### src/rtl/nn_perceptron_trainer_if.sv
// Bus between the perceptron trainer and its controller.
// Controller (master) drives start, target and the initial weights.
// Trainer (slave) returns busy/done/converged, the live weights,
// the completed-epoch count and the sticky saturation flag.
interface nn_perceptron_trainer_if #(
    parameter int unsigned W          = 8,
    parameter int unsigned MAX_EPOCHS = 16
);
    localparam int unsigned EW = $clog2(MAX_EPOCHS + 1);

    logic                 start;
    logic [3:0]           target;
    logic signed [W-1:0]  w0_init;
    logic signed [W-1:0]  w1_init;
    logic signed [W-1:0]  bias_init;
    logic                 busy;
    logic                 done;
    logic                 converged;
    logic signed [W-1:0]  w0;
    logic signed [W-1:0]  w1;
    logic signed [W-1:0]  bias;
    logic [EW-1:0]        epoch_count;
    logic                 sat_hit;

    modport master (
        output start, target, w0_init, w1_init, bias_init,
        input  busy, done, converged, w0, w1, bias, epoch_count, sat_hit
    );

    modport slave (
        input  start, target, w0_init, w1_init, bias_init,
        output busy, done, converged, w0, w1, bias, epoch_count, sat_hit
    );
endinterface

### src/rtl/nn_perceptron_trainer.sv
// Perceptron trainer for the 2-input neuron.
// Walks the 4-row truth table once per epoch: EVAL computes the forward
// pass and the error, UPDATE applies +/-LR to w0/w1/bias, CHECK closes the
// epoch. Training stops on an error-free epoch or after MAX_EPOCHS.
// Ports:
//   clk   - clock, rising edge
//   rst   - synchronous active-high reset
//   bus   - nn_perceptron_trainer_if.slave (start/target/inits in,
//           busy/done/converged/weights/epoch_count/sat_hit out)
// Optional feature: define NN_TRAIN_SATURATE_EN to clamp weight updates to
// the signed W-bit range and report clamps on sat_hit; otherwise weights
// wrap modulo 2**W and sat_hit stays 0.
module nn_perceptron_trainer #(
    parameter int unsigned W          = 8,
    parameter int unsigned LR         = 1,
    parameter int unsigned MAX_EPOCHS = 16
) (
    input  logic                    clk,
    input  logic                    rst,
    nn_perceptron_trainer_if.slave  bus
);
    localparam int unsigned EW = $clog2(MAX_EPOCHS + 1);
    localparam int unsigned SW = W + 2;
    localparam logic signed [SW-1:0] LR_S   = SW'(LR);
    localparam logic signed [SW-1:0] ZERO_S = SW'(0);
    localparam logic [EW-1:0]        EPOCH_LIMIT = EW'(MAX_EPOCHS);
`ifdef NN_TRAIN_SATURATE_EN
    localparam logic signed [SW-1:0] W_MAX = SW'((1 << (W - 1)) - 1);
    localparam logic signed [SW-1:0] W_MIN = ~W_MAX;
`endif

    typedef enum logic [2:0] {
        S_IDLE,
        S_EVAL,
        S_UPDATE,
        S_CHECK,
        S_DONE
    } state_t;

    state_t               r_state,    w_state_nxt;
    logic [3:0]           r_target,   w_target_nxt;
    logic signed [W-1:0]  r_w0,       w_w0_nxt;
    logic signed [W-1:0]  r_w1,       w_w1_nxt;
    logic signed [W-1:0]  r_bias,     w_bias_nxt;
    logic [1:0]           r_idx,      w_idx_nxt;
    logic                 r_err_seen, w_err_seen_nxt;
    logic signed [1:0]    r_err,      w_err_nxt;
    logic [EW-1:0]        r_epoch,    w_epoch_nxt;
    logic                 r_busy,     w_busy_nxt;
    logic                 r_done,     w_done_nxt;
    logic                 r_conv,     w_conv_nxt;
    logic                 r_sat,      w_sat_nxt;

    logic signed [SW-1:0] w_sum;
    logic                 w_y;
    logic                 w_tgt;
    logic signed [1:0]    w_err_eval;
    logic signed [SW-1:0] w_step;
    logic [W:0]           w_upd_w0;
    logic [W:0]           w_upd_w1;
    logic [W:0]           w_upd_bias;

    // Add step to a weight when enabled; returns {clamped, new_weight}.
    function automatic logic [W:0] f_update(
        input logic signed [W-1:0]  i_w,
        input logic                 i_en,
        input logic signed [SW-1:0] i_step
    );
        logic signed [SW-1:0] v_sum;
        logic                 v_clip;
        v_sum  = $signed({{2{i_w[W-1]}}, i_w}) + (i_en ? i_step : ZERO_S);
        v_clip = 1'b0;
`ifdef NN_TRAIN_SATURATE_EN
        if (v_sum > W_MAX) begin
            v_sum  = W_MAX;
            v_clip = 1'b1;
        end else if (v_sum < W_MIN) begin
            v_sum  = W_MIN;
            v_clip = 1'b1;
        end
`endif
        return {v_clip, v_sum[W-1:0]};
    endfunction

    // Forward pass: x0/x1 come straight from the row index; sum is wide enough never to overflow.
    always_comb begin
        w_sum = $signed({{2{r_bias[W-1]}}, r_bias});
        if (r_idx[0]) begin
            w_sum = w_sum + $signed({{2{r_w0[W-1]}}, r_w0});
        end
        if (r_idx[1]) begin
            w_sum = w_sum + $signed({{2{r_w1[W-1]}}, r_w1});
        end
        w_y   = !w_sum[SW-1] && (w_sum != ZERO_S);
        w_tgt = r_target[r_idx];
        if (w_tgt && !w_y) begin
            w_err_eval = 2'sb01;
        end else if (!w_tgt && w_y) begin
            w_err_eval = 2'sb11;
        end else begin
            w_err_eval = 2'sb00;
        end
    end

    // Perceptron step: +LR for err=+1, -LR for err=-1; bias input is always 1.
    assign w_step     = r_err[1] ? -LR_S : LR_S;
    assign w_upd_w0   = f_update(r_w0,   r_idx[0], w_step);
    assign w_upd_w1   = f_update(r_w1,   r_idx[1], w_step);
    assign w_upd_bias = f_update(r_bias, 1'b1,     w_step);

    // Next-state and next-register values.
    always_comb begin
        w_state_nxt    = r_state;
        w_target_nxt   = r_target;
        w_w0_nxt       = r_w0;
        w_w1_nxt       = r_w1;
        w_bias_nxt     = r_bias;
        w_idx_nxt      = r_idx;
        w_err_seen_nxt = r_err_seen;
        w_err_nxt      = r_err;
        w_epoch_nxt    = r_epoch;
        w_conv_nxt     = r_conv;
        w_sat_nxt      = r_sat;

        case (r_state)
            S_IDLE: begin
                if (bus.start) begin
                    w_target_nxt   = bus.target;
                    w_w0_nxt       = bus.w0_init;
                    w_w1_nxt       = bus.w1_init;
                    w_bias_nxt     = bus.bias_init;
                    w_idx_nxt      = 2'd0;
                    w_err_seen_nxt = 1'b0;
                    w_epoch_nxt    = '0;
                    w_conv_nxt     = 1'b0;
                    w_sat_nxt      = 1'b0;
                    w_state_nxt    = S_EVAL;
                end
            end
            S_EVAL: begin
                w_err_nxt   = w_err_eval;
                w_state_nxt = S_UPDATE;
            end
            S_UPDATE: begin
                if (r_err != 2'sb00) begin
                    w_w0_nxt       = $signed(w_upd_w0[W-1:0]);
                    w_w1_nxt       = $signed(w_upd_w1[W-1:0]);
                    w_bias_nxt     = $signed(w_upd_bias[W-1:0]);
                    w_err_seen_nxt = 1'b1;
                    w_sat_nxt      = r_sat | w_upd_w0[W] | w_upd_w1[W] | w_upd_bias[W];
                end
                if (r_idx == 2'd3) begin
                    w_state_nxt = S_CHECK;
                end else begin
                    w_idx_nxt   = r_idx + 2'd1;
                    w_state_nxt = S_EVAL;
                end
            end
            S_CHECK: begin
                w_epoch_nxt = r_epoch + EW'(1);
                if (!r_err_seen) begin
                    w_conv_nxt  = 1'b1;
                    w_state_nxt = S_DONE;
                end else if (w_epoch_nxt == EPOCH_LIMIT) begin
                    w_conv_nxt  = 1'b0;
                    w_state_nxt = S_DONE;
                end else begin
                    w_idx_nxt      = 2'd0;
                    w_err_seen_nxt = 1'b0;
                    w_state_nxt    = S_EVAL;
                end
            end
            S_DONE: begin
                w_state_nxt = S_IDLE;
            end
            default: begin
                w_state_nxt = S_IDLE;
            end
        endcase

        // Status flags are registered from the next state so they line up with it.
        w_busy_nxt = (w_state_nxt == S_EVAL) || (w_state_nxt == S_UPDATE) ||
                     (w_state_nxt == S_CHECK);
        w_done_nxt = (w_state_nxt == S_DONE);
    end

    // State and datapath registers.
    always_ff @(posedge clk) begin
        if (rst) begin
            r_state    <= S_IDLE;
            r_target   <= 4'd0;
            r_w0       <= '0;
            r_w1       <= '0;
            r_bias     <= '0;
            r_idx      <= 2'd0;
            r_err_seen <= 1'b0;
            r_err      <= 2'sb00;
            r_epoch    <= '0;
            r_busy     <= 1'b0;
            r_done     <= 1'b0;
            r_conv     <= 1'b0;
            r_sat      <= 1'b0;
        end else begin
            r_state    <= w_state_nxt;
            r_target   <= w_target_nxt;
            r_w0       <= w_w0_nxt;
            r_w1       <= w_w1_nxt;
            r_bias     <= w_bias_nxt;
            r_idx      <= w_idx_nxt;
            r_err_seen <= w_err_seen_nxt;
            r_err      <= w_err_nxt;
            r_epoch    <= w_epoch_nxt;
            r_busy     <= w_busy_nxt;
            r_done     <= w_done_nxt;
            r_conv     <= w_conv_nxt;
            r_sat      <= w_sat_nxt;
        end
    end

    assign bus.busy        = r_busy;
    assign bus.done        = r_done;
    assign bus.converged   = r_conv;
    assign bus.w0          = r_w0;
    assign bus.w1          = r_w1;
    assign bus.bias        = r_bias;
    assign bus.epoch_count = r_epoch;
    assign bus.sat_hit     = r_sat;
endmodule
### src/flat_wrapper.sv
// flat-port wrapper written by rule: the top's interface ports become plain ports
module nn_perceptron_trainer_flat 
#(
    parameter int unsigned W          = 8,
    parameter int unsigned LR         = 1,
    parameter int unsigned MAX_EPOCHS = 16
)
  (clk, rst, bus_start, bus_target, bus_w0_init, bus_w1_init, bus_bias_init, bus_busy, bus_done, bus_converged, bus_w0, bus_w1, bus_bias, bus_epoch_count, bus_sat_hit);
  nn_perceptron_trainer_if #(.W(W), .MAX_EPOCHS(MAX_EPOCHS)) bus_i ();
  input  logic clk;
  input  logic rst;
  input wire logic [$bits(bus_i.start)-1:0] bus_start;
  input wire logic [$bits(bus_i.target)-1:0] bus_target;
  input wire logic [$bits(bus_i.w0_init)-1:0] bus_w0_init;
  input wire logic [$bits(bus_i.w1_init)-1:0] bus_w1_init;
  input wire logic [$bits(bus_i.bias_init)-1:0] bus_bias_init;
  output wire logic [$bits(bus_i.busy)-1:0] bus_busy;
  output wire logic [$bits(bus_i.done)-1:0] bus_done;
  output wire logic [$bits(bus_i.converged)-1:0] bus_converged;
  output wire logic [$bits(bus_i.w0)-1:0] bus_w0;
  output wire logic [$bits(bus_i.w1)-1:0] bus_w1;
  output wire logic [$bits(bus_i.bias)-1:0] bus_bias;
  output wire logic [$bits(bus_i.epoch_count)-1:0] bus_epoch_count;
  output wire logic [$bits(bus_i.sat_hit)-1:0] bus_sat_hit;
  assign bus_i.start = bus_start;
  assign bus_i.target = bus_target;
  assign bus_i.w0_init = bus_w0_init;
  assign bus_i.w1_init = bus_w1_init;
  assign bus_i.bias_init = bus_bias_init;
  assign bus_busy = bus_i.busy;
  assign bus_done = bus_i.done;
  assign bus_converged = bus_i.converged;
  assign bus_w0 = bus_i.w0;
  assign bus_w1 = bus_i.w1;
  assign bus_bias = bus_i.bias;
  assign bus_epoch_count = bus_i.epoch_count;
  assign bus_sat_hit = bus_i.sat_hit;
  nn_perceptron_trainer #(.W(W), .LR(LR), .MAX_EPOCHS(MAX_EPOCHS)) u_core (.clk(clk), .rst(rst), .bus(bus_i));
endmodule
### config.mk
export PLATFORM = sky130hd
export DESIGN_NAME = nn_perceptron_trainer_flat
export DESIGN_NICKNAME = d
export VERILOG_FILES = /design/src/rtl/nn_perceptron_trainer_if.sv /design/src/rtl/nn_perceptron_trainer.sv /design/src/flat_wrapper.sv
export SDC_FILE = /design/constraint.sdc
export NUM_CORES = 1
export LEC_CHECK = 0
export BUFFER_PORTS_ARGS = -buffer_cell sky130_fd_sc_hd__buf_2
export CAP_MARGIN = 10
export CORE_ASPECT_RATIO = 1.2
export CORE_MARGIN = 3
export CORE_UTILIZATION = 40
export DETAILED_ROUTE_END_ITERATION = 6
export PLACE_DENSITY_LB_ADDON = 0.3
export SYNTH_ARGS = -nofsm -noshare
export SYNTH_HDL_FRONTEND = slang
export SYNTH_SLANG_ARGS = --single-unit
### constraint.sdc
create_clock -name clk -period 4.5 [get_ports clk]
set_clock_uncertainty 0.05 [all_clocks]
set_input_delay 0.45 -clock clk [delete_from_list [all_inputs] [get_ports clk]]
set_output_delay 0.45 -clock clk [all_outputs]
set_load 0.05 [all_outputs]
After elaboration in Yosys (flattened, before gate mapping)
Cells that the tools add are included.
{ "totals": {"reg_bits": 44, "output_inout_bits": 33, "elab_cells": 93} }
{ "classes": {"n_addsub": 7, "n_lt_le_gt_ge": 1, "n_eq_ne": 15, "muxes": 38, "reduce_logical": 20} }
{ "op_table": {"columns": ["operator", "n"], "rows": [
  ["8-bit 2-to-1 mux", 9],
  ["8-bit one-hot mux with 2 select lines", 3],
  ["8-bit adder", 3],
  ["10-bit 2-to-1 mux", 2],
  ["2-bit 2-to-1 mux", 7],
  ["3-bit by 2-bit == test with 1-bit output, second input constant", 4],
  ["3-bit one-hot mux with 4 select lines", 1],
  ["10-bit by 8-bit adder with 10-bit output", 1],
  ["5-bit one-hot mux with 2 select lines", 1],
  ["10-bit nonzero test", 1],
  ["8-bit by 8-bit adder with 9-bit output", 1],
  ["3-bit 2-to-1 mux", 3],
  ["3-bit AND reduction", 3],
  ["1-bit 2-to-1 mux", 7],
  ["3-bit by 1-bit == test with 1-bit output, second input constant", 2],
  ["2-bit inequality test, second input constant", 3],
  ["2-bit one-hot mux with 3 select lines", 1],
  ["2-bit nonzero test", 3],
  ["5-bit by 1-bit adder with 5-bit output, second input constant", 1],
  ["5-bit == test, second input constant", 1],
  ["5-bit 2-to-1 mux", 1],
  ["5-bit AND reduction", 1],
  ["2-bit by 1-bit inequality test with 1-bit output, second input constant", 2],
  ["2-bit AND reduction", 2],
  ["other kinds (13)", 18]
]} }

Logic depth before layout (Yosys ltp)
Gate-level depths: netlist (run 1).
{ "logic_depth": {"ltp_word": 9, "depth_mapped": 17, "mapped_depth_nobuf": 17} }

Worst setup path after synthesis (run 1)
No wires, ideal clock.
{ "synth_timing": {"path_type": "reg2reg", "from": "register u_core.r_bias[1], in the netlist u_core.bus.bias[1]", "to": "register u_core.r_err[0]", "arrival_time_ns": 3.676, "t_required_ns": 4.364, "setup_slack_ns": 0.688, "path_stages_with_launch": 17, "path_buffers": 0, "synth_period_minus_slack_ns": 3.812, "cell_sequence": "dfxtp_1 > ha_1 > a211oi_2 > nor2_1 > o41a_1 > o21a_1 > nor3_1 > a21o_1 > ha_1 > o21ai_0 > a32oi_1 > xnor2_1 > o22ai_2 > nor4b_2 > o32ai_1 > ha_1 > a211oi_1"} }
{ "synth_via": {"elab_chain_cells": 9, "elab_cells_between_ends": 12, "cone_classes": "2 x add/sub; 4 x mux; 6 x reduce/logical"} }
{ "synth_lines": {"columns": ["element", "line_no", "rtl"], "rows": [
  ["start: declaration", "nn_perceptron_trainer.sv:44", "logic signed [W-1:0] r_bias, w_bias_nxt;"],
  ["start signal: assignment", "nn_perceptron_trainer.sv:208", "r_bias <= w_bias_nxt;"],
  ["8-bit by 8-bit adder with 9-bit output", "nn_perceptron_trainer.sv:89", "w_sum = w_sum + $signed({{2{r_w0[W-1]}}, r_w0});"],
  ["10-bit 2-to-1 mux *", "nn_perceptron_trainer.sv:88", "if (r_idx[0]) begin"],
  ["10-bit by 8-bit adder with 10-bit output", "nn_perceptron_trainer.sv:92", "w_sum = w_sum + $signed({{2{r_w1[W-1]}}, r_w1});"],
  ["10-bit 2-to-1 mux *", "nn_perceptron_trainer.sv:91", "if (r_idx[1]) begin"],
  ["10-bit nonzero test / 1-bit logical NOT (equally long branches)", "nn_perceptron_trainer.sv:94", "w_y = !w_sum[SW-1] && (w_sum != ZERO_S);"],
  ["1-bit logical AND *", "nn_perceptron_trainer.sv:94", null],
  ["1-bit logical AND / 1-bit logical NOT (equally long branches)", "nn_perceptron_trainer.sv:98, nn_perceptron_trainer.sv:96", null],
  ["2-bit 2-to-1 mux / 1-bit logical AND (equally long branches)", "nn_perceptron_trainer.sv:98, nn_perceptron_trainer.sv:96", null],
  ["2-bit 2-to-1 mux *", "nn_perceptron_trainer.sv:96", "if (w_tgt && !w_y) begin"],
  ["end signal: assignment", "nn_perceptron_trainer.sv:211", "r_err <= w_err_nxt;"],
  ["end: declaration", "nn_perceptron_trainer.sv:47", "logic signed [1:0] r_err, w_err_nxt;"]
]} }
Mark *: on every way between the ends. The rest lies on a longest branch, timed or not.
A chain may end at the register's enable or synchronous reset.

Final worst setup path (run 1)
{ "layout_timing": {"from": "register u_core.r_bias[0], in the netlist u_core.bus.bias[0]", "to": "register u_core.r_err[0]"} }
Same word-level chain as after synthesis.

==> impl_metrics.json, run 1 <==
{
  "fin_util_pct": 46.7,
  "yosys.cell_types.count": 68,
  "crit_path_start": "u_core.bus.bias[0]",
  "final_nets": 579,
  "drc": 0,
  "crit_type": "register to register",
  "syn_inst": 453,
  "worst_pin_slew_ns": 1.15,
  "min_from": "bus_target[1]",
  "outcome": "complete, no violations",
  "dieArea_sq_um": 10600,
  "ctsHoldBuffers": 0,
  "async_reset_ff_share_pct": 0,
  "mostFrequentLayoutCells": "62 x buf_2, 47 x nor2_1, 44 x dfxtp_1, 42 x ha_1, 36 x nand2_1",
  "slew_violations": 0,
  "yosys_register_bits": 44,
  "wl_per_cell_um": 15.9,
  "fin_area_sq_um": 4240,
  "globalplace.congestion": 0.869,
  "synth_nets": 531,
  "grt_usage_pct": 19.0,
  "viasPerCell": 5.69,
  "timing.rr.start": "u_core.bus.bias[0]",
  "avgSynthCellArea_sq_um": 8.26,
  "core_sq_um": 9080,
  "synth_seq_area_share_pct": 23.5,
  "grt_max_degree": 48,
  "drive_above_1_share_pct": 19.5,
  "fp-row-count": 38,
  "diodes": 0,
  "rsz0062_at_grt": "no",
  "post-route-period-util_pct": 88.1,
  "final_common_cell": "buf_2",
  "fin_cells": 622,
  "cts_buffers": 5,
  "synth_area_sq_um": 3740,
  "cts_root_buf": "clkbuf_8",
  "num_vias": 3542,
  "min_path_type": "primary input to register",
  "io_buffers": 62,
  "clkSinkCount": 44,
  "placed_cell_area_sq_um": 4110,
  "p_total_w": 0.00124,
  "ios": 64,
  "num-fill-cells": 911,
  "fmax_mhz": 252,
  "cts_tree": "yes",
  "crit_fanout": 7,
  "tns_ns": 0,
  "die_width_um": 94.3,
  "grt_pass1_vias": 3398,
  "synth_edf_count": 0,
  "grt_first_pass_wirelength_um": 16400,
  "cp-start-kind": "register",
  "max-slew-margin-rel_pct": 23.6,
  "setup_viol": 0,
  "wirelength_um": 9860,
  "cts_htree_levels": 2,
  "clk-insertion-delay-late_ns": 0.30,
  "ctsResizeCount": 0,
  "yosysWarnings": 0,
  "place_inst": 614,
  "final_antenna_net_count": 0,
  "clk_pin_slew_ns": 0.09,
  "clockBufferDepth": 2,
  "hold_viol": 0,
  "synthFlopType": "dfxtp_1",
  "cts_setup_buffers": 0,
  "power.density_nw_per_um2": 294,
  "grt_overflow": 0,
  "crit_required_ns": 4.67,
  "leakage_nw": 1.91,
  "dieHeight_um": 112,
  "critPathArrivalTime_ns": 4.13,
  "hpwl_um": 7200,
  "firstDrtPassIters": 4,
  "end_kind": "register",
  "grt_antenna_before_repair": 0,
  "vdd_drop_max_mv": 0.143,
  "start_util_pct": 41.2,
  "drt-initial-drc-count": 237,
  "layout_min_cycle_time_ns": 3.96,
  "area_growth_pct": 13.3,
  "drv_cap": 0
}
==> cells in the mapped netlist (9+ instances only) <==
library cell	number	area share [%]
nor2b_1	10	1.7
clkbuf_1	12	1.2
xnor2_1	14	3.3
nor3_1	23	3.1
a21o_1	10	2.0
inv_1	19	1.9
a21oi_1	26	3.5
o221ai_1	9	2.1
o21ai_0	10	1.3
nor2_1	47	4.7
a211oi_1	15	3.0
nand2_1	36	3.6
ha_1	42	14
dfxtp_1	44	24
==> report_power, final <==
part	leakage (nW)	switching, W	internal, W
Sequential	0.361	0.0000504	0.000419
Combinational	1.48	0.000273	0.000156
Clock	0.0645	0.000151	0.000196
==> worst paths after layout <==
kind	depth (start not counted)	end	slack, ns
setup reg to reg	16	u_core.r_err[0]	0.54
setup / recovery	16	u_core.r_err[0]	0.54
hold reg to reg	2	u_core.r_err_seen	0.43
hold / removal	3	u_core.r_target[1]	0.33
==> area by class of cell <==
cell class                      count  area, sq um  share of cell area, %
Inverter                           22         82.6                   1.95
Sequential cell                    44          881                   20.8
Timing Repair Buffer               62          310                   7.32
Clock inverter                      1         30.0                  0.709
Clock buffer                        7         96.3                   2.27
Multi-Input combinational cell    366         2690                   63.4
Tap cell                          120          150                   3.54
==> sequential cells by signal, indices dropped and copies added, names as in the netlist <==
| register | count |
|---|---|
| u_core.bus.done | 1 |
| u_core.bus.converged | 1 |
| u_core.r_err | 2 |
| u_core.r_err_seen | 1 |
| u_core.bus.w0 | 8 |
| u_core.r_idx | 2 |
| u_core.bus.busy | 1 |
| u_core.bus.bias | 8 |
| u_core.bus.w1 | 8 |
| u_core.r_state | 3 |
| u_core.r_target | 4 |
| u_core.bus.epoch_count | 5 |
==> logic make-up (layout without fill, tap and decap cells) <==
family / after synthesis / in the layout / share of synthesized area (%)
and+or+nand+nor: 158 / 158 / 21.3
AOI/OAI and AO/OA: 129 / 129 / 25.7
adders and majority gates: 47 / 47 / 16.7
DFF: 44 / 44 / 23.5
buffers and inverters: 43 / 92 / 4.62
xor gates and xnor gates: 20 / 20 / 4.68
muxes: 11 / 11 / 3.34
other: 1 / 1 / 0.100
==> routing by layer <==
layer  track usage (%)  part of all wire [%]
met5                 0                     0
met4              4.91                   1.1
met3              3.58                   5.4
met2              31.5                    48
met1              25.1                    45
==> through the flow <==
stage	hold WS, ns	setup slack (ns)
6_report	0.330	0.537
5_1_grt	0.336	0.269
4_1_cts	0.327	0.548
3_5_place_dp	0.417	0.666
3_3_place_gp	0.413	0.792
2_1_floorplan	0.391	0.688
==> critical path, cell delays in order (launching register included) <==
cell      delay [ns]
dfxtp_1         0.38
ha_1            0.27
fa_1            0.44
a211oi_2        0.22
o21bai_1        0.12
a21oi_2         0.18
xnor2_1         0.10
mux2_2          0.28
ha_1            0.30
o21ai_0         0.22
a32oi_1         0.12
xnor2_1         0.21
o22ai_2         0.11
nor4b_2         0.29
o32ai_1         0.12
ha_1            0.29
a211oi_1        0.18
Power figures use the tool's default switching activity.
==> run 2, diff against run 1 <==
- CELL_PAD_IN_SITES_DETAIL_PLACEMENT: not set -> 0
- CELL_PAD_IN_SITES_GLOBAL_PLACEMENT: not set -> 2
- CORE_UTILIZATION: 40 -> 34
==> run 2 against run 1 <==
Hold slack gained 0.014 ns. Cell area grew 2.1%. Die area grew 17%. Critical path depth is the same. Worst setup slack gained 0.096 ns. Count of clock-buffer cells in the layout shrank 2. Final cell count grew 2.1%. Sequential cell count is the same. Register-to-register slack gained 0.096 ns. Largest cell class unchanged.
==> impl_metrics.json, run 2 (synthesis gave the netlist of run 1 again) <==
{
  "crit_required_ns": 4.66,
  "io_buffers": 62,
  "reg2reg_slack_ns": 0.63,
  "critPathArrivalTime_ns": 4.02,
  "outcome": "complete, no violations",
  "vdd_drop_max_mv": 0.164,
  "fp-row-count": 41,
  "cts_root_buf": "clkbuf_16",
  "tns_ns": 0,
  "layout_min_cycle_time_ns": 3.87,
  "die_width_um": 102,
  "viasPerCell": 5.52,
  "final_antenna_net_count": 0,
  "final_nets": 583,
  "cp_slowest_stage_delay_ns": 0.44,
  "worst_pin_slew_ns": 0.993,
  "clk-insertion-delay-late_ns": 0.29,
  "min_path_type": "primary input to register",
  "gr-usage-met2_pct": 30.3,
  "r2r-end": "u_core.r_err[0]",
  "r2r_cells": 16,
  "cp_cell_sequence": "ha_1 > fa_1 > a211oi_2 > o21bai_1 > a21oi_2 > xnor2_1 > mux2_2 > ha_1 > o21ai_0 > a32oi_1 > xnor2_1 > o22ai_2 > nor4b_2 > o32ai_1 > ha_1 > a211oi_1",
  "setup_viol": 0,
  "hold_depth": 3,
  "rsz0062_at_grt": "no",
  "core_sq_um": 10600,
  "cts_htree_levels": 2,
  "dieHeight_um": 121,
  "grt_pass1_vias": 3560,
  "whs_ns": 0.344,
  "busiest_layer": "met2",
  "grt_usage_pct": 18.4,
  "final_common_cell": "buf_2",
  "cts_tree": "yes",
  "grt_max_degree": 48,
  "grtUsageMet1_pct": 24.3,
  "hold_viol": 0,
  "end_kind": "register",
  "dieArea_sq_um": 12300,
  "drc": 0,
  "area_growth_pct": 15.6,
  "crit_top_cell": "ha_1",
  "leakage_nw": 1.95,
  "grt_antenna_before_repair": 0,
  "mostFrequentLayoutCells": "62 x buf_2, 47 x nor2_1, 44 x dfxtp_1, 42 x ha_1, 36 x nand2_1",
  "globalplace.congestion": 0.898,
  "ctsResizeCount": 0,
  "power.density_nw_per_um2": 311,
  "slew_violations": 0,
  "ctsHoldBuffers": 0,
  "fmax_mhz": 259,
  "crit_type": "register to register",
  "min_from": "bus_target[0]",
  "firstDrtPassIters": 4,
  "crit_path_top_delay_cell": "fa_1",
  "clkSinkCount": 44,
  "drive_above_1_share_pct": 20.2,
  "hpwl_um": 8110,
  "cts_buffers": 5,
  "grt_overflow": 0,
  "min_to": "u_core.r_target[0]",
  "grt_first_pass_wirelength_um": 17800,
  "post-route-period-util_pct": 85.9,
  "max-slew-margin-rel_pct": 33.8,
  "cts_setup_buffers": 0,
  "ios": 64,
  "num_vias": 3504,
  "clk_pin_slew_ns": 0.07,
  "wl_per_cell_um": 17.1,
  "cp-start-kind": "register",
  "clockBufferDepth": 2,
  "drv_cap": 0,
  "grt_use_met3_pct": 2.99,
  "timing.rr.start": "u_core.bus.bias[0]",
  "start_util_pct": 35.2,
  "diodes": 0,
  "wirelength_um": 10800,
  "drt-initial-drc-count": 98,
  "crit_fanout": 7
}
## run 2: cell count changes in the layout (fill, tap and decap cells not counted)
| cell | delta |
|---|---|
| buf_4 | +4 |
| clkbuf_8 | -7 |
| clkbuf_16 | +5 |
| clkinv_4 | +2 |
## run 2: layer usage
metal	vias to the layer above	part of all wire, %
met4	0	2.1
met1	1655	48
li1	1775	-
met2	57	47
met5	-	0
met3	17	2.9
## run 2: critical path, delay by kind of cell, from the launching register on
family	cells	cell delay (ns)
adders and majority gates	4	1.28
AOI/OAI and AO/OA	8	1.19
DFF	1	0.37
xor gates and xnor gates	2	0.30
muxes	1	0.29
and+or+nand+nor	1	0.28
## run 2: how the worst max path moves through the flow
| stage | startpoint | endpoint | slack [ns] | cells after the start |
|---|---|---|---|---|
| 5_1_grt | u_core.bus.bias[0] | u_core.r_err[0] | 0.31 | 15 |
| 3_5_place_dp | u_core.bus.bias[0] | u_core.r_err[0] | 0.62 | 16 |
| 6_report | u_core.bus.bias[0] | u_core.r_err[0] | 0.63 | 16 |
| 3_3_place_gp | u_core.bus.bias[0] | u_core.r_err[0] | 0.75 | 15 |
| 4_1_cts | u_core.bus.bias[0] | u_core.r_err[0] | 0.62 | 16 |
| 2_1_floorplan | u_core.bus.bias[1] | u_core.r_err[0] | 0.69 | 16 |
## run 2: stage by stage
stage | area, sq um | std cells | power [W] | setup slack [ns] | utilization [%]
after CTS | 4330 | 635 | 0.00137 | 0.621 | 40.7
after global routing | 4330 | 635 | 0.00143 | 0.311 | 40.7
after detailed placement | 4150 | 627 | 0.000916 | 0.620 | 39.1
after floorplan | 3740 | 453 | 0.000801 | 0.688 | -
final | 4330 | 635 | 0.00134 | 0.634 | 40.7
after global placement | 4150 | 627 | 0.000910 | 0.752 | 39.1
## run 2: where the power goes
part / switching, W / internal [W]
Sequential: 0.0000500 / 0.000419
Clock: 0.000176 / 0.000264
Combinational: 0.000277 / 0.000158
Total: 0.000503 / 0.000841
## run 2: area by class of cell
class / instances / area [sq um]
fill: 1092 / 6290
multi-input combinational: 366 / 2690
sequential: 44 / 881
timing repair buffer: 66 / 340
tap: 129 / 161
clock buffer: 5 / 125
inverter: 22 / 82.6
clock inverter: 3 / 47.5
==> run 3, diff against run 2 <==
- CORE_ASPECT_RATIO: 1.2 -> 0.9
- MAX_ROUTING_LAYER: not set -> met4
==> run 3 against run 2 <==
Routed wire length increased by 0.71%. Sequential share of layout area unchanged. First-iteration DRC count increased by 73%. Via count decreased by 0.14%. Final cell count unchanged. Worst setup slack improved by 0.045 ns. Register-to-register slack improved by 0.05 ns. Critical path depth unchanged. Largest cell class unchanged. Highest routed layer unchanged.
==> impl_metrics.json, run 3 (synthesis gave the netlist of run 1 again) <==
{
  "core_sq_um": 10500,
  "min_path_type": "primary input to register",
  "rsz0062_at_grt": "no",
  "dieArea_sq_um": 12300,
  "slew_violations": 0,
  "start_util_pct": 35.7,
  "grt_first_pass_wirelength_um": 18000,
  "grt_pass1_vias": 3409,
  "cts_buffers": 5,
  "dieHeight_um": 106,
  "fmax_mhz": 262,
  "area_growth_pct": 15.6,
  "final_antenna_net_count": 0,
  "hpwl_um": 8160,
  "post-route-period-util_pct": 84.9,
  "crit_type": "register to register",
  "place_worst_setup_slack_ns": 0.677,
  "cp-start-kind": "register",
  "drive_above_1_share_pct": 20.2,
  "grt_overflow": 0,
  "end_kind": "register",
  "fp-row-count": 35,
  "wirelength_um": 10900,
  "clk-insertion-delay-late_ns": 0.30,
  "grt_antenna_before_repair": 0,
  "crit_fanout": 7,
  "cts_htree_levels": 2,
  "clk_pin_slew_ns": 0.07,
  "placed_cell_area_sq_um": 4150,
  "setup_ws_ns": 0.679,
  "ctsResizeCount": 0,
  "io_buffers": 62,
  "num-fill-cells": 1064,
  "die_width_um": 117,
  "critPathArrivalTime_ns": 3.98,
  "mostFrequentLayoutCells": "62 x buf_2, 47 x nor2_1, 44 x dfxtp_1, 42 x ha_1, 36 x nand2_1",
  "ios": 64,
  "cts_setup_buffers": 0,
  "cts_root_buf": "clkbuf_16",
  "diodes": 0,
  "multi_input_area_sq_um": 2690,
  "grt_usage_pct": 18.8,
  "crit_required_ns": 4.66,
  "globalplace.congestion": 0.844,
  "clkSinkCount": 44,
  "max-slew-margin-rel_pct": 29.8,
  "num_vias": 3499,
  "fin_area_sq_um": 4330,
  "setup_viol": 0,
  "grt_max_degree": 48,
  "drv_cap": 0,
  "leakage_nw": 1.94,
  "layout_min_cycle_time_ns": 3.82,
  "wl_per_cell_um": 17.2,
  "power.density_nw_per_um2": 313,
  "worst_pin_slew_ns": 1.05,
  "final_common_cell": "buf_2",
  "tns_ns": 0,
  "ctsHoldBuffers": 0,
  "viasPerCell": 5.51,
  "cts_tree": "yes",
  "drc": 0,
  "outcome": "complete, no violations",
  "hold_viol": 0,
  "clockBufferDepth": 2,
  "area.sequential_sq_um": 881,
  "fin_util_pct": 41.3,
  "vdd_drop_max_mv": 0.172,
  "final_nets": 583,
  "firstDrtPassIters": 4,
  "drt-initial-drc-count": 170
}
run 3: final timing paths:
kind,startpoint,end,slack [ns],depth (start not counted)
min reg2reg,u_core.r_err_seen,u_core.r_err_seen,0.42,2
max,u_core.bus.bias[0],u_core.r_err[0],0.68,16
max reg2reg,u_core.bus.bias[0],u_core.r_err[0],0.68,16
min,bus_target[0],u_core.r_target[0],0.35,3
run 3: critical path: stages (launching register included):
cell	delay (ns)
dfxtp_1	0.37
ha_1	0.27
fa_1	0.44
a211oi_2	0.22
o21bai_1	0.11
a21oi_2	0.18
xnor2_1	0.10
mux2_2	0.29
ha_1	0.29
o21ai_0	0.17
a32oi_1	0.09
xnor2_1	0.19
o22ai_2	0.11
nor4b_2	0.27
o32ai_1	0.12
ha_1	0.29
a211oi_1	0.18
run 3: through the flow:
| stage | std cells | total power [W] | hold WS (ns) |
|---|---|---|---|
| final | 635 | 0.00136 | 0.349 |
| after global routing | 635 | 0.00144 | 0.345 |
| after CTS | 635 | 0.00137 | 0.347 |
| after detailed placement | 627 | 0.000917 | 0.411 |
| after global placement | 627 | 0.000913 | 0.414 |
| after floorplan | 453 | 0.000801 | 0.391 |
run 3: routing by layer:
layer / track usage (%) / share of wire (%) / vias to the layer above
met5: - / 0 / -
met4: 3.36 / 0.54 / 0
met3: 2.53 / 4.3 / 8
met2: 26.9 / 43 / 66
met1: 28.4 / 52 / 1657
li1: - / - / 1768
run 3: power by group:
group | switching, W | total, W | internal [W]
combinational | 0.000279 | 0.000439 | 0.000160
clock | 0.000184 | 0.000448 | 0.000265
sequential | 0.0000494 | 0.000468 | 0.000419
run 3: final cells by class:
| cell class | instances | share of cell area [%] |
|---|---|---|
| Clock inverter | 3 | 1.10 |
| Tap cell | 129 | 3.73 |
| Timing Repair Buffer | 66 | 7.87 |
| Sequential cell | 44 | 20.4 |
| Clock buffer | 5 | 2.89 |
| Inverter | 22 | 1.91 |
| Multi-Input combinational cell | 366 | 62.1 |
